### src/rtl/taptempo_pkg.sv
// Shared constants and state encodings for the tap-tempo blocks (per2bpm, bpm2beat).
// A period is counted in timepulses, so one minute spans MIN_NS / TP_CYCLE of them.
package taptempo_pkg;

    localparam int CLK_PER_NS = 40;
    localparam int TP_CYCLE   = 5120;
    localparam int BPM_MAX    = 250;

    localparam longint unsigned MIN_NS = 64'd60_000_000_000;

    localparam int PER_MAX  = int'(MIN_NS / 64'(TP_CYCLE));
    localparam int PER_SIZE = $clog2(PER_MAX + 1);
    localparam int BPM_SIZE = $clog2(BPM_MAX + 1);

    localparam int BTN_PER_MAX  = PER_MAX;
    localparam int BTN_PER_SIZE = PER_SIZE;

    typedef enum logic [1:0] {
        S_IDLE = 2'd0,
        S_DIV  = 2'd1,
        S_DONE = 2'd2
    } state_e;

endpackage

### src/rtl/serial_div.sv
// Restoring divider that produces one quotient bit per clock, MSB first.
// The most significant bit is resolved on the start edge, so done_o rises N_W clocks after start_i.
module serial_div #(
    parameter int N_W = 24,
    parameter int D_W = 8
) (
    input  logic           clk_i,
    input  logic           rst_ni,
    input  logic           start_i,
    input  logic [N_W-1:0] dividend_i,
    input  logic [D_W-1:0] divisor_i,
    output logic           busy_o,
    output logic           done_o,
    output logic [N_W-1:0] quot_o
);

    localparam int R_W = N_W + D_W;
    localparam int C_W = $clog2(N_W + 1);

    logic [R_W-1:0] rem_q, rem_d;
    logic [N_W-1:0] quot_q, quot_d;
    logic [D_W-1:0] div_q, div_d;
    logic [C_W-1:0] cnt_q, cnt_d;
    logic           busy_q, busy_d;
    logic           done_q, done_d;

    logic           load;
    logic [R_W-1:0] src_rem;
    logic [N_W-1:0] src_quot;
    logic [D_W-1:0] src_div;
    logic [C_W-1:0] bit_pos;
    logic [R_W-1:0] shifted;
    logic           fits;

    // One restoring step, fed either by the fresh operands or by the running state.
    always_comb begin
        load     = start_i && !busy_q;
        src_rem  = load ? R_W'(dividend_i) : rem_q;
        src_quot = load ? '0 : quot_q;
        src_div  = load ? divisor_i : div_q;
        bit_pos  = load ? C_W'(N_W - 1) : (cnt_q - C_W'(1));
        shifted  = R_W'(src_div) << bit_pos;
        fits     = (shifted <= src_rem);
    end

    always_comb begin
        rem_d  = rem_q;
        quot_d = quot_q;
        div_d  = div_q;
        cnt_d  = cnt_q;
        busy_d = busy_q;
        done_d = 1'b0;
        if (load || busy_q) begin
            rem_d  = fits ? (src_rem - shifted) : src_rem;
            quot_d = {src_quot[N_W-2:0], fits};
            div_d  = src_div;
            cnt_d  = bit_pos;
            busy_d = (bit_pos != '0);
            done_d = (bit_pos == '0);
        end
    end

    always_ff @(posedge clk_i or negedge rst_ni) begin
        if (!rst_ni) begin
            rem_q  <= '0;
            quot_q <= '0;
            div_q  <= '0;
            cnt_q  <= '0;
            busy_q <= 1'b0;
            done_q <= 1'b0;
        end else begin
            rem_q  <= rem_d;
            quot_q <= quot_d;
            div_q  <= div_d;
            cnt_q  <= cnt_d;
            busy_q <= busy_d;
            done_q <= done_d;
        end
    end

    assign busy_o = busy_q;
    assign done_o = done_q;
    assign quot_o = quot_q;

endmodule

### src/rtl/bpm2beat.sv
// Converts a BPM request into a beat period in timepulses and emits a beat strobe every period.
// A new period restarts the beat phase with an immediate beat when the result lands.
module bpm2beat
    import taptempo_pkg::*;
(
    input  logic                clk_i,
    input  logic                rst_ni,
    input  logic                tp_i,
    input  logic [BPM_SIZE-1:0] bpm_i,
    input  logic                bpm_valid_i,
    output logic [PER_SIZE-1:0] per_o,
    output logic                per_valid_o,
    output logic                beat_o,
    output logic                busy_o
);

    state_e              state_q, state_d;
    logic                dis_q, dis_d;
    logic                en_q, en_d;
    logic                per_valid_q, per_valid_d;
    logic                beat_q, beat_d;
    logic [PER_SIZE-1:0] tick_q, tick_d;
    logic [PER_SIZE-1:0] per_q, per_d;

    logic                div_start;
    logic                div_busy;
    logic                div_done;
    logic [BPM_SIZE-1:0] divisor;
    logic [PER_SIZE-1:0] div_quot;

    // Zero maps to divisor 1 so the divider never sees 0; the beat is muted instead.
    always_comb begin
        div_start = (state_q == S_IDLE) && bpm_valid_i && !div_busy;
        if (bpm_i > BPM_SIZE'(BPM_MAX)) begin
            divisor = BPM_SIZE'(BPM_MAX);
        end else if (bpm_i == '0) begin
            divisor = BPM_SIZE'(1);
        end else begin
            divisor = bpm_i;
        end
    end

    serial_div #(
        .N_W (PER_SIZE),
        .D_W (BPM_SIZE)
    ) u_div (
        .clk_i      (clk_i),
        .rst_ni     (rst_ni),
        .start_i    (div_start),
        .dividend_i (PER_SIZE'(PER_MAX)),
        .divisor_i  (divisor),
        .busy_o     (div_busy),
        .done_o     (div_done),
        .quot_o     (div_quot)
    );

    always_comb begin
        state_d     = state_q;
        dis_d       = dis_q;
        en_d        = en_q;
        tick_d      = tick_q;
        per_d       = per_q;
        per_valid_d = 1'b0;
        beat_d      = 1'b0;

        // beat_o is registered, so it follows the terminal tp_i by one clock.
        if (en_q && tp_i) begin
            if (tick_q == per_q - PER_SIZE'(1)) begin
                beat_d = 1'b1;
                tick_d = '0;
            end else begin
                tick_d = tick_q + PER_SIZE'(1);
            end
        end

        case (state_q)
            S_IDLE: begin
                if (div_start) begin
                    dis_d   = (bpm_i == '0);
                    state_d = S_DIV;
                end
            end
            S_DIV: begin
                if (div_done) begin
                    per_d       = div_quot;
                    per_valid_d = 1'b1;
                    en_d        = !dis_q;
                    tick_d      = '0;
                    beat_d      = !dis_q;
                    state_d     = S_DONE;
                end
            end
            S_DONE: begin
                tick_d  = '0;
                beat_d  = 1'b0;
                state_d = S_IDLE;
            end
            default: state_d = S_IDLE;
        endcase
    end

    always_ff @(posedge clk_i or negedge rst_ni) begin
        if (!rst_ni) begin
            state_q     <= S_IDLE;
            dis_q       <= 1'b0;
            en_q        <= 1'b0;
            tick_q      <= '0;
            per_q       <= '0;
            per_valid_q <= 1'b0;
            beat_q      <= 1'b0;
        end else begin
            state_q     <= state_d;
            dis_q       <= dis_d;
            en_q        <= en_d;
            tick_q      <= tick_d;
            per_q       <= per_d;
            per_valid_q <= per_valid_d;
            beat_q      <= beat_d;
        end
    end

    assign per_o       = per_q;
    assign per_valid_o = per_valid_q;
    assign beat_o      = beat_q;
    assign busy_o      = (state_q != S_IDLE);

endmodule

### config.mk
export PLATFORM = sky130hd
export DESIGN_NAME = bpm2beat
export DESIGN_NICKNAME = d
export VERILOG_FILES = /design/src/rtl/taptempo_pkg.sv /design/src/rtl/serial_div.sv /design/src/rtl/bpm2beat.sv
export SDC_FILE = /design/constraint.sdc
export NUM_CORES = 1
export LEC_CHECK = 0
export CORE_MARGIN = 3
export CORE_UTILIZATION = 60
export DETAILED_ROUTE_END_ITERATION = 12
export HOLD_SLACK_MARGIN = 0.05
export PLACE_DENSITY = 0.89
export SYNTH_ARGS = -nofsm -noshare
export SYNTH_HDL_FRONTEND = slang
export SYNTH_SLANG_ARGS = --single-unit
### constraint.sdc
create_clock -name clk_i -period 6.9 [get_ports clk_i]
set_input_delay 1.38 -clock clk_i [delete_from_list [all_inputs] [get_ports clk_i]]
set_output_delay 1.38 -clock clk_i [all_outputs]
set_load 0.01 [all_outputs]
Yosys cells after proc, flatten, opt, wreduce, memory -nomap -nowiden
Index checks and enable logic that the tools add are counted.
{"block": "word_totals", "regBits": 125, "inputBits": 12, "out_inout_bits": 27, "elab_cells": 61}
{"block": "classes", "addsub": 4, "order_cmp": 2, "eq_ne": 5, "shifts": 1, "mux": 21, "n_reduce_logical": 15}
{"operator": "$mux W24", "n": 3}
{"operator": "$mux W32", "n": 2}
{"operator": "$pmux W24 S2", "n": 1}
{"operator": "$le A32 B32 Y1", "n": 1}
{"operator": "$shl A8 B5 Y32", "n": 1}
{"operator": "$sub A32 B32 Y32", "n": 1}
{"operator": "$add A24 B1 Y24 const B", "n": 1}
{"operator": "$eq A24 B24 Y1", "n": 1}
{"operator": "$mux W8", "n": 3}
{"operator": "$sub A24 B1 Y24 const B", "n": 1}
{"operator": "$mux W23", "n": 1}
{"operator": "$gt A8 B8 Y1 const B", "n": 1}
{"operator": "$logic_not A8 Y1", "n": 1}
{"operator": "$mux W1", "n": 6}
{"operator": "$reduce_and A2 Y1", "n": 3}
{"operator": "$logic_not A5 Y1", "n": 1}
{"operator": "$mux W5", "n": 1}
{"operator": "$reduce_bool A5 Y1", "n": 1}
{"operator": "$sub A5 B1 Y5 const B", "n": 1}
{"operator": "$logic_and A1 B1 Y1", "n": 4}
{"operator": "$mux W2", "n": 2}
{"operator": "$ne A2 B1 Y1 const B", "n": 2}
{"operator": "$pmux W2 S2", "n": 1}
{"operator": "$eq A2 B1 Y1 const B", "n": 1}
{"operator": "6 further kinds", "n": 7}

Depth between registers and ports, before layout
Gate-level depths: netlist of the first run.
{"block": "logic_depth", "word_depth": 8, "depth_mapped": 24, "ltp_nobuf": 21}

Hierarchy
From an unflattened synthesis of the first run, not the netlist that was laid out.
{"block": "unflattened", "hier_cells": 1082, "area_unflattened_um2": 9073.7}
{"module": "serial_div", "instances": 1, "cells_each": 730, "area_per_inst_um2": 5640.4, "seq_area_each_um2": 1776.7}
{"module": "bpm2beat", "instances": 1, "cells_each": 352, "area_per_inst_um2": 3433.3, "seq_area_each_um2": 1351.3}

Worst setup path before layout of the first run
Ideal clock, no wire load.
{"block": "synth_timing", "path_type": "input to register", "start": "in bpm_valid_i", "end": "reg u_div.rem_q[29]", "setup_ns": 0.146, "t_arrival_ns": 5.132, "required_time_ns": 6.754, "slack_ns": 1.622, "stages": 21, "n_path_buf": 3, "path_cell_list": "and3b_1 clkbuf_1 nor2_1 o31ai_1 nand2_1 o21ai_0 nor2_1 a211oi_1 mux2_2 nand2_1 ha_1 clkbuf_1 nand2_1 nor3_1 inv_1 o211ai_1 or3_1 a31oi_1 a21oi_1 clkbuf_1 o221ai_1"}
{"block": "synth_via", "elab_chain_cells": 7, "word_cells_on_any_way": 11, "cone_classes": "add/sub (1); order compare (1); shift (1); mux (4); reduce/logical (4)"}
{"element": "start, declared", "line": "bpm2beat.sv:10", "source": "input logic bpm_valid_i,"}
{"element": "$logic_and A1 B1 Y1 * (2 in a row)", "line": "bpm2beat.sv:33", "source": "div_start = (state_q == S_IDLE) && bpm_valid_i && !div_busy;"}
{"element": "$logic_and A1 B1 Y1 *", "line": "serial_div.sv:37", "source": "load = start_i && !busy_q;"}
{"element": "$mux W8 or $mux W5 (tied branches)", "line": "serial_div.sv:40, serial_div.sv:41"}
{"element": "$shl A8 B5 Y32", "line": "serial_div.sv:42", "source": "shifted = R_W'(src_div) << bit_pos;"}
{"element": "$sub A32 B32 Y32 or $le A32 B32 Y1 (tied branches)", "line": "serial_div.sv:54, serial_div.sv:43"}
{"element": "$mux W32", "line": "serial_div.sv:54", "source": "rem_d = fits ? (src_rem - shifted) : src_rem;"}
{"element": "end signal, assigned", "line": "serial_div.sv:72", "source": "rem_q <= rem_d;"}
{"element": "end, declared", "line": "serial_div.sv:20", "source": "logic [R_W-1:0] rem_q, rem_d;"}
Mark *: on every way between the ends. The rest lies on a longest branch, timed or not.
A chain may end at the register's enable or synchronous reset.

Worst setup path after layout of the first run
Ends and elaborated chain as after synthesis.

==> results_tabular.tex, run 1 <==
\begin{tabular}{lr}
\hline
Metric & Value \\
\hline
\multicolumn{2}{l}{\textbf{Critical path}} \\
\quad Worst endpoint required time & 7.23 ns \\
\quad Type of element capturing the critical path & flop \\
\quad Crit path cell chain & clkdlybuf4s50\_1, and3b\_1, nor2\_1, o31ai\_1, nand2\_1, o21ai\_0, nor2\_1, a211oi\_1, mux2\_2, nand2\_1, ha\_1, nand2\_1, nor3\_1, inv\_1, nor4\_1, or3\_1, a31oi\_1, nor2\_1, o21ai\_0, o221ai\_1 \\
\quad Number of gates on the worst path with buffers counted & 20 \\
\quad Logic depth of the worst register-to-register path & 19 \\
\quad Largest delay contributor family on the critical path & simple AND/OR/NAND/NOR gates \\
\quad Crit path arrival time & between 6 and 7 ns \\
\quad Buffers plus inverters on the worst setup path & 2 \\
\quad Nature of the critical path startpoint & input pin \\
\quad Critical path type & in -> reg \\
\quad Longest individual stage delay on the worst path & between 0.8 and 0.9 ns \\
\quad Critical-path top delay cell & sky130\_fd\_sc\_hd\_\_nor2\_1 \\
\quad Critical path fanouts, max & 13 \\
\multicolumn{2}{l}{\textbf{Min path}} \\
\quad WHS Path Cells & 1 \\
\quad Class of the worst hold path & reg -> reg \\
\multicolumn{2}{l}{\textbf{Cells and area}} \\
\quad Seq. cell area & about 3100 um2 \\
\quad Final \#Nets & 1050 \\
\quad Final cell utilization of the core & a little over two thirds \\
\quad Area of the multi-input gates & about 4900 um2 \\
\quad Most common cell after layout, fill and taps aside & sky130\_fd\_sc\_hd\_\_dfrtp\_1 \\
\quad Highest-count cells in the layout ignoring fill and taps & sky130\_fd\_sc\_hd\_\_dfrtp\_1 (125), sky130\_fd\_sc\_hd\_\_nor2\_1 (116), sky130\_fd\_sc\_hd\_\_nand2\_1 (106) \\
\quad Layout area overhead & 12.8\% \\
\quad Filler cell count in the final layout & $\sim$1000 \\
\quad Ratio of cells with drive above 1 in the final layout & 8.90\% \\
\quad Inserted Diodes & 0 \\
\quad Finished Cell Area & 9470 um2 \\
\multicolumn{2}{l}{\textbf{Synthesis}} \\
\quad Register bit count reported by yosys & approximately 130 \\
\quad Share of the synthesized area in the top cell type & between 30 and 40\% \\
\quad Unique masters post-synth & 67 \\
\quad Leading post-synthesis cells by cell area & sky130\_fd\_sc\_hd\_\_dfrtp\_1 (37\%), sky130\_fd\_sc\_hd\_\_ha\_1 (5.7\%), sky130\_fd\_sc\_hd\_\_nor2\_1 (5.2\%), sky130\_fd\_sc\_hd\_\_nand2\_1 (4.7\%), sky130\_fd\_sc\_hd\_\_xor2\_1 (4.7\%) \\
\quad Number of warnings issued by yosys & 0 \\
\quad Most common flop cell mapped by yosys & sky130\_fd\_sc\_hd\_\_dfrtp\_1 \\
\quad Synth Area per Inst & 8.62 um2 \\
\quad Number of instances in the synthesized netlist & roughly 970 \\
\quad Async SR Flop Fraction & between 90\% and 100\% \\
\quad Net count after synthesis & between 1000 and 1500 \\
\quad Count of flip-flops with a built-in enable after synthesis & 0 \\
\quad Post-synth design cell area & between 8000 and 9000 um2 \\
\quad Post-synthesis cell type with the largest combined area & sky130\_fd\_sc\_hd\_\_dfrtp\_1 \\
\quad Part of the Yosys area used for sequential elements & 37.3\% \\
\multicolumn{2}{l}{\textbf{Floorplan}} \\
\quad Floorplan die height & between 100 and 150 um \\
\quad Boundary pin count & 39 \\
\quad Effective utilization at floorplan & between 60\% and 70\% \\
\quad Total number of placement rows & 42 \\
\quad Core Footprint & 13500 um2 \\
\quad Full die area & 15500 um2 \\
\quad X dimension of the die & about 120 um \\
\multicolumn{2}{l}{\textbf{Route}} \\
\quad DR WL/cell & 18.1 um \\
\quad Vias & between 7000 and 8000 \\
\quad Drt total wl & between 20000 and 25000 um \\
\quad First-pass iteration count of the detailed router & 6 \\
\quad Starting DRT DRC Count & between 800 and 900 \\
\quad Via density per instance & $\sim$6.4 \\
\quad DRC violations left & 0 \\
\quad Antenna Nets Post-Route & 0 \\
\multicolumn{2}{l}{\textbf{Timing}} \\
\quad Shortest clock period the worst path allows after layout & between 6 and 7 ns \\
\quad Post-route worst hold slack & approximately 0.5 ns \\
\quad Max\_slew headroom & a little over a quarter \\
\quad RSZ-0062 raised after global routing & false \\
\quad Final slew viol count & 0 \\
\quad Transition time at the pin with the least slew margin & $\sim$1.1 ns \\
\quad Final setup viols & 0 \\
\quad Post-route clock period utilization & 91.2\% \\
\quad Final Hold Viols & 0 \\
\quad Fmax & around 160 MHz \\
\quad Final setup TNS & 0 ns \\
\quad Largest clock skew in the final design & roughly 0.010 ns \\
\multicolumn{2}{l}{\textbf{Clock network}} \\
\quad Cts bufs inserted & 17 \\
\quad Cts hold-fix bufs & 0 \\
\quad Clk root buf & sky130\_fd\_sc\_hd\_\_clkbuf\_16 \\
\quad Maximum number of buffers from clock root to sink & 2 \\
\quad CTS tree & built \\
\quad Clock tree sinks & approximately 130 \\
\quad Total of cells resized after clock tree synthesis & 0 \\
\quad CTS clock-pin slew for the worst setup and hold paths & about 0.060 ns \\
\quad Post-CTS repair timing setup buffer count & 0 \\
\quad H-tree depth & 4 \\
\quad Worst-Skew Late Latency & 0.42 ns \\
\multicolumn{2}{l}{\textbf{GRT}} \\
\quad Met2 global-route usage & a little under half \\
\quad Number of antenna violations at the first check in global routing & 0 \\
\quad Tot GR Track Use & around 28\% \\
\quad GR peak layer & met2 \\
\quad Number of global-route vias before repair & between 7000 and 8000 \\
\quad Remaining Overflow, GRT & 0 \\
\quad Maximum number of pins on one net before global-route repair & 82 \\
\quad Fraction of met1 tracks used by global routing & about a third \\
\quad Wire length of the first global-routing pass & $\sim$36000 um \\
\quad Met3 usage in global routing & under 10\% \\
\multicolumn{2}{l}{\textbf{Placement}} \\
\quad Number of I/O port buffers & 38 \\
\quad Instance area after placement & $\sim$8900 um2 \\
\quad Detailed Place HPWL & roughly 15000 um \\
\quad Routability-driven placement congestion ratio & slightly above 0.9 \\
\multicolumn{2}{l}{\textbf{Outcome}} \\
\quad Result of the run & finished, final reports clean \\
\multicolumn{2}{l}{\textbf{Run}} \\
\quad MaxCap Viol Count & 0 \\
\hline
\end{tabular}
area by class of cell:
type | instances | area share [%]
sequential | 125 | 33.0
tap | 176 | 2.33
clock buffer | 18 | 4.64
inverter | 44 | 1.74
timing repair buffer | 49 | 4.86
multi-input combinational | 762 | 52.0
clock inverter | 13 | 1.36
worst register-to-register path, delay by kind of cell (launching register included):
kind | cells | cell delay, ns
adders and majority gates | 2 | 1.20
AOI/OAI and AO/OA | 5 | 0.87
and+or+nand+nor | 9 | 2.26
muxes | 1 | 0.30
DFF | 1 | 0.68
buffers and inverters | 2 | 0.50
final timing paths:
check                                           startpoint                           to  slack [ns]
max in group asynchronous                           rst_ni  u_div.rem_q[17]$_DFFE_PN0N_        4.53
min in group asynchronous                           rst_ni          tick_q[4]$_DFF_PN0_        0.94
worst min register to register           dis_q$_DFFE_PN0P_             en_q$_DFFE_PN0P_        0.49
worst max-delay path                           bpm_valid_i  u_div.rem_q[29]$_DFFE_PN0N_        0.60
worst min-delay path                     dis_q$_DFFE_PN0P_             en_q$_DFFE_PN0P_        0.49
worst max register to register  u_div.cnt_q[0]$_DFFE_PN0N_  u_div.rem_q[29]$_DFFE_PN0N_        1.00
metal layers:
| metal | wire length (um) | share of wire [%] |
|---|---|---|
| met5 | 0 | 0 |
| met4 | 711 | 3.3 |
| met3 | 1240 | 5.7 |
| met2 | 10700 | 50 |
| met1 | 8880 | 41 |
sequential cells by signal (all words and copies together) (netlist names):
register      cells
tick_q           24
u_div.cnt_q       5
u_div.rem_q      32
en_q              1
u_div.div_q       8
u_div.done_o      1
state_q           2
beat_o            1
u_div.quot_o     24
per_o            24
dis_q             1
u_div.busy_o      1
per_valid_o       1
Yosys cell counts, types with 17 or more instances:
cell	n
sky130_fd_sc_hd__nand3_1	26
sky130_fd_sc_hd__xnor2_1	36
sky130_fd_sc_hd__nand2_1	106
sky130_fd_sc_hd__o22ai_1	23
sky130_fd_sc_hd__nand2b_1	23
sky130_fd_sc_hd__nor2_1	116
sky130_fd_sc_hd__o21ai_0	38
sky130_fd_sc_hd__a21o_1	17
sky130_fd_sc_hd__dfrtp_1	125
sky130_fd_sc_hd__xor2_1	45
sky130_fd_sc_hd__mux2_2	24
sky130_fd_sc_hd__ha_1	38
sky130_fd_sc_hd__a21oi_1	72
sky130_fd_sc_hd__a22o_1	23
sky130_fd_sc_hd__inv_1	43
sky130_fd_sc_hd__clkbuf_1	32
stage by stage:
| stage | cells | worst slack, ns |
|---|---|---|
| after floorplan | 974 | 1.62 |
| after global placement | 1156 | 0.552 |
| after detailed placement | 1156 | 0.334 |
| after CTS | 1187 | 0.723 |
| after global routing | 1187 | 0.0704 |
| final | 1187 | 0.604 |
kinds of logic (layout without fill, tap and decap cells):
family,count (synthesis),after routing,synth area share (%)
simple gates,361,361,20.5
compound gates,246,246,19.1
flops,125,125,37.3
buf+inv,87,124,4.17
xor+xnor,81,81,8.45
fa+ha+maj,39,39,5.90
mux,35,35,4.68
Power of run 1 is not shown: default switching activity piles up to over one toggle a cycle in this logic, so the estimate is an artifact.
==> run 2, diff against run 1 <==
Settings changed: REMOVE_ABC_BUFFERS from default to 1.
==> run 2 against run 1 <==
  * Final cell count down 0.17%
  * Clock-buffer cell count grew 2
  * Cell area grew 0.19%
  * Non-clock buffer count down 3
  * Sequential share of layout area is 0.061 points lower
  * First-iteration DRC count decreased by 16%
  * Clock skew shrank 0.0020 ns
  * Utilization is 0.13 points higher
  * Critical path type unchanged
  * Critical endpoint is now u_div.rem_q[1]$_DFFE_PN0N_
==> results_tabular.tex, run 2 (same netlist as run 1, synthesis figures left out) <==
\begin{tabular}{lr}
\hline
Metric & Value \\
\hline
\multicolumn{2}{l}{\textbf{Clock network}} \\
\quad H-tree depth & 4 (unchanged) \\
\quad CTS clock-pin slew for the worst setup and hold paths & 0.06 ns (about the same) \\
\quad CTS tree & built \\
\quad Total of cells resized after clock tree synthesis & 0 (unchanged) \\
\quad Post-CTS repair timing setup buffer count & 0 (unchanged) \\
\quad Clock tree sinks & 125 (unchanged) \\
\quad Worst-Skew Late Latency & 0.42 ns (about the same) \\
\quad Maximum number of buffers from clock root to sink & 2 (unchanged) \\
\quad Clk root buf & sky130\_fd\_sc\_hd\_\_clkbuf\_16 \\
\quad Cts hold-fix bufs & 0 (unchanged) \\
\quad Cts bufs inserted & 17 (unchanged) \\
\multicolumn{2}{l}{\textbf{Critical path}} \\
\quad Critical path type & in -> reg \\
\quad Nature of the critical path startpoint & input pin \\
\quad Worst endpoint required time & 7.16 ns (-0.07 ns) \\
\quad Launch point of the critical path & bpm\_valid\_i \\
\quad Critical-path top delay cell & sky130\_fd\_sc\_hd\_\_o31ai\_1 \\
\quad Logic depth of the worst register-to-register path & 19 (unchanged) \\
\quad Crit path arrival time & 6.56 ns (-0.07 ns) \\
\quad R2R Path End & u\_div.rem\_q[1]\$\_DFFE\_PN0N\_ \\
\quad Register-to-Register Setup Slack & 0.95 ns (-0.05 ns) \\
\quad Type of element capturing the critical path & flop \\
\quad Critical path fanouts, max & 22 (+9) \\
\quad Longest individual stage delay on the worst path & 0.55 ns (-0.31 ns) \\
\quad Crit path cell chain & clkdlybuf4s50\_1, and3b\_1, buf\_4, o31ai\_1, nor2\_1, a31oi\_1, o22ai\_1, o21ai\_0, nand2\_1, ha\_1, a21oi\_1, o22ai\_1, o21bai\_1, o211ai\_1, or3\_1, a31oi\_1, a21oi\_2, buf\_4, nor2\_1, a21oi\_1 \\
\quad Last element of the critical path & u\_div.rem\_q[1]\$\_DFFE\_PN0N\_ \\
\quad Critical R2R Launch & u\_div.cnt\_q[0]\$\_DFFE\_PN0N\_ \\
\multicolumn{2}{l}{\textbf{Cells and area}} \\
\quad Top reg by flops & u\_div.rem\_q \\
\quad Flip-flop count of the largest register after layout & 32 (unchanged) \\
\quad Most common cell after layout, fill and taps aside & sky130\_fd\_sc\_hd\_\_dfrtp\_1 \\
\quad Final cell utilization of the core & 70.5\% (+0.13 points) \\
\quad Final \#Nets & 1047 (-0.29\%) \\
\quad Highest-count cells in the layout ignoring fill and taps & sky130\_fd\_sc\_hd\_\_dfrtp\_1 (125), sky130\_fd\_sc\_hd\_\_nor2\_1 (116), sky130\_fd\_sc\_hd\_\_nand2\_1 (106) \\
\quad Ratio of cells with drive above 1 in the final layout & 8.52\% (-0.38 points) \\
\quad Filler cell count in the final layout & 1041 (+4.3\%) \\
\quad Inserted Diodes & 0 (unchanged) \\
\quad Layout area overhead & 13.0\% \\
\multicolumn{2}{l}{\textbf{Outcome}} \\
\quad Result of the run & finished, final reports clean \\
\multicolumn{2}{l}{\textbf{GRT}} \\
\quad Number of global-route vias before repair & 7261 (-1.9\%) \\
\quad Tot GR Track Use & 27.6\% (-0.50 points) \\
\quad Maximum number of pins on one net before global-route repair & 72 (-12\%) \\
\quad Remaining Overflow, GRT & 0 (unchanged) \\
\quad Number of antenna violations at the first check in global routing & 0 (unchanged) \\
\quad Wire length of the first global-routing pass & 35400 um (-1.3\%) \\
\multicolumn{2}{l}{\textbf{Route}} \\
\quad Antenna Nets Post-Route & 0 (unchanged) \\
\quad DRC violations left & 0 (unchanged) \\
\quad Drt total wl & 21100 um (-2.2\%) \\
\quad Vias & 7480 (-1.7\%) \\
\quad DR WL/cell & 17.8 um (-2.0\%) \\
\quad First-pass iteration count of the detailed router & 6 (unchanged) \\
\quad Via density per instance & 6.31 (-1.6\%) \\
\quad Starting DRT DRC Count & 712 (-16\%) \\
\multicolumn{2}{l}{\textbf{Timing}} \\
\quad Shortest clock period the worst path allows after layout & 6.30 ns (+0.00456 ns) \\
\quad Final Hold Viols & 0 (unchanged) \\
\quad Largest clock skew in the final design & 0.00825 ns (-0.00201 ns) \\
\quad Crit path setup slack, layout & 0.599 ns (-0.00456 ns) \\
\quad Final slew viol count & 0 (unchanged) \\
\quad Transition time at the pin with the least slew margin & 1.02 ns (-0.0721 ns) \\
\quad Post-route worst hold slack & 0.468 ns (-0.0191 ns) \\
\quad RSZ-0062 raised after global routing & false \\
\quad Max\_slew headroom & 32.1\% (+5.1 points) \\
\quad Fmax & 159 MHz (about the same) \\
\quad Final setup viols & 0 (unchanged) \\
\quad Post-route clock period utilization & 91.3\% (about the same) \\
\quad Final setup TNS & 0 ns (unchanged) \\
\multicolumn{2}{l}{\textbf{Run}} \\
\quad MaxCap Viol Count & 0 (unchanged) \\
\multicolumn{2}{l}{\textbf{Placement}} \\
\quad Number of I/O port buffers & 38 (unchanged) \\
\quad Detailed Place HPWL & 14700 um (-2.1\%) \\
\quad Routability-driven placement congestion ratio & 0.945 (+1.1\%) \\
\quad Minimum setup slack after placement & 0.333 ns (-0.000885 ns) \\
\multicolumn{2}{l}{\textbf{Floorplan}} \\
\quad Core Footprint & 13500 um2 (unchanged) \\
\quad X dimension of the die & 124 um (unchanged) \\
\quad Floorplan die height & 124 um (unchanged) \\
\quad Effective utilization at floorplan & 62.4\% (unchanged) \\
\quad Total number of placement rows & 42 (unchanged) \\
\quad Full die area & 15500 um2 (unchanged) \\
\quad Boundary pin count & 39 (unchanged) \\
\multicolumn{2}{l}{\textbf{Min path}} \\
\quad Class of the worst hold path & reg -> reg \\
\hline
\end{tabular}
-- run 2: changes by cell type in the layout (fill, tap and decap cells not counted), sizes merged --
cell,previous run,this run
bufinv,1,3
buf,12,9
clkinvlp,2,0
inv,50,45
clkbuf,18,20
clkinv,4,8
-- run 2: through the flow --
stage / cell area, um2 / cells
floorplan: 8210 / 931
global placement: 8880 / 1153
detailed placement: 8880 / 1153
CTS: 9490 / 1185
global route: 9490 / 1185
finish: 9490 / 1185
-- run 2: layer usage --
metal	share of wire, %	routed length, um	track usage [%]	vias up
met2	49	10300	45.6	311
met3	5.9	1250	5.62	49
met5	0	0	0	-
met1	42	8770	35.1	3600
met4	3.4	714	12.0	0
li1	-	-	-	3520
-- run 2: cell type report --
class	instances	area, um2	area share [%]
sequential	125	3130	33.0
clock buffer	20	447	4.71
inverter	44	165	1.74
clock inverter	12	161	1.70
timing repair buffer	46	438	4.62
tap	176	220	2.32
multi-input combinational	762	4930	51.9
-- run 2: how the worst min path moves through the flow --
stage	from	to	slack, ns	depth (start not counted)
finish	dis_q$_DFFE_PN0P_	en_q$_DFFE_PN0P_	0.47	1
global route	dis_q$_DFFE_PN0P_	en_q$_DFFE_PN0P_	0.50	1
CTS	dis_q$_DFFE_PN0P_	en_q$_DFFE_PN0P_	0.47	1
detailed placement	dis_q$_DFFE_PN0P_	en_q$_DFFE_PN0P_	0.46	1
global placement	dis_q$_DFFE_PN0P_	en_q$_DFFE_PN0P_	0.46	1
floorplan	dis_q$_DFFE_PN0P_	en_q$_DFFE_PN0P_	0.44	1
-- run 2: critical path: cells and delay by family --
family	cells	cell delay, ns
buffers and inverters	3	1.12
AOI/OAI and AO/OA	11	2.65
and+or+nand+nor	5	1.03
adders and majority gates	1	0.36
Power of run 2 is left out for the same reason.
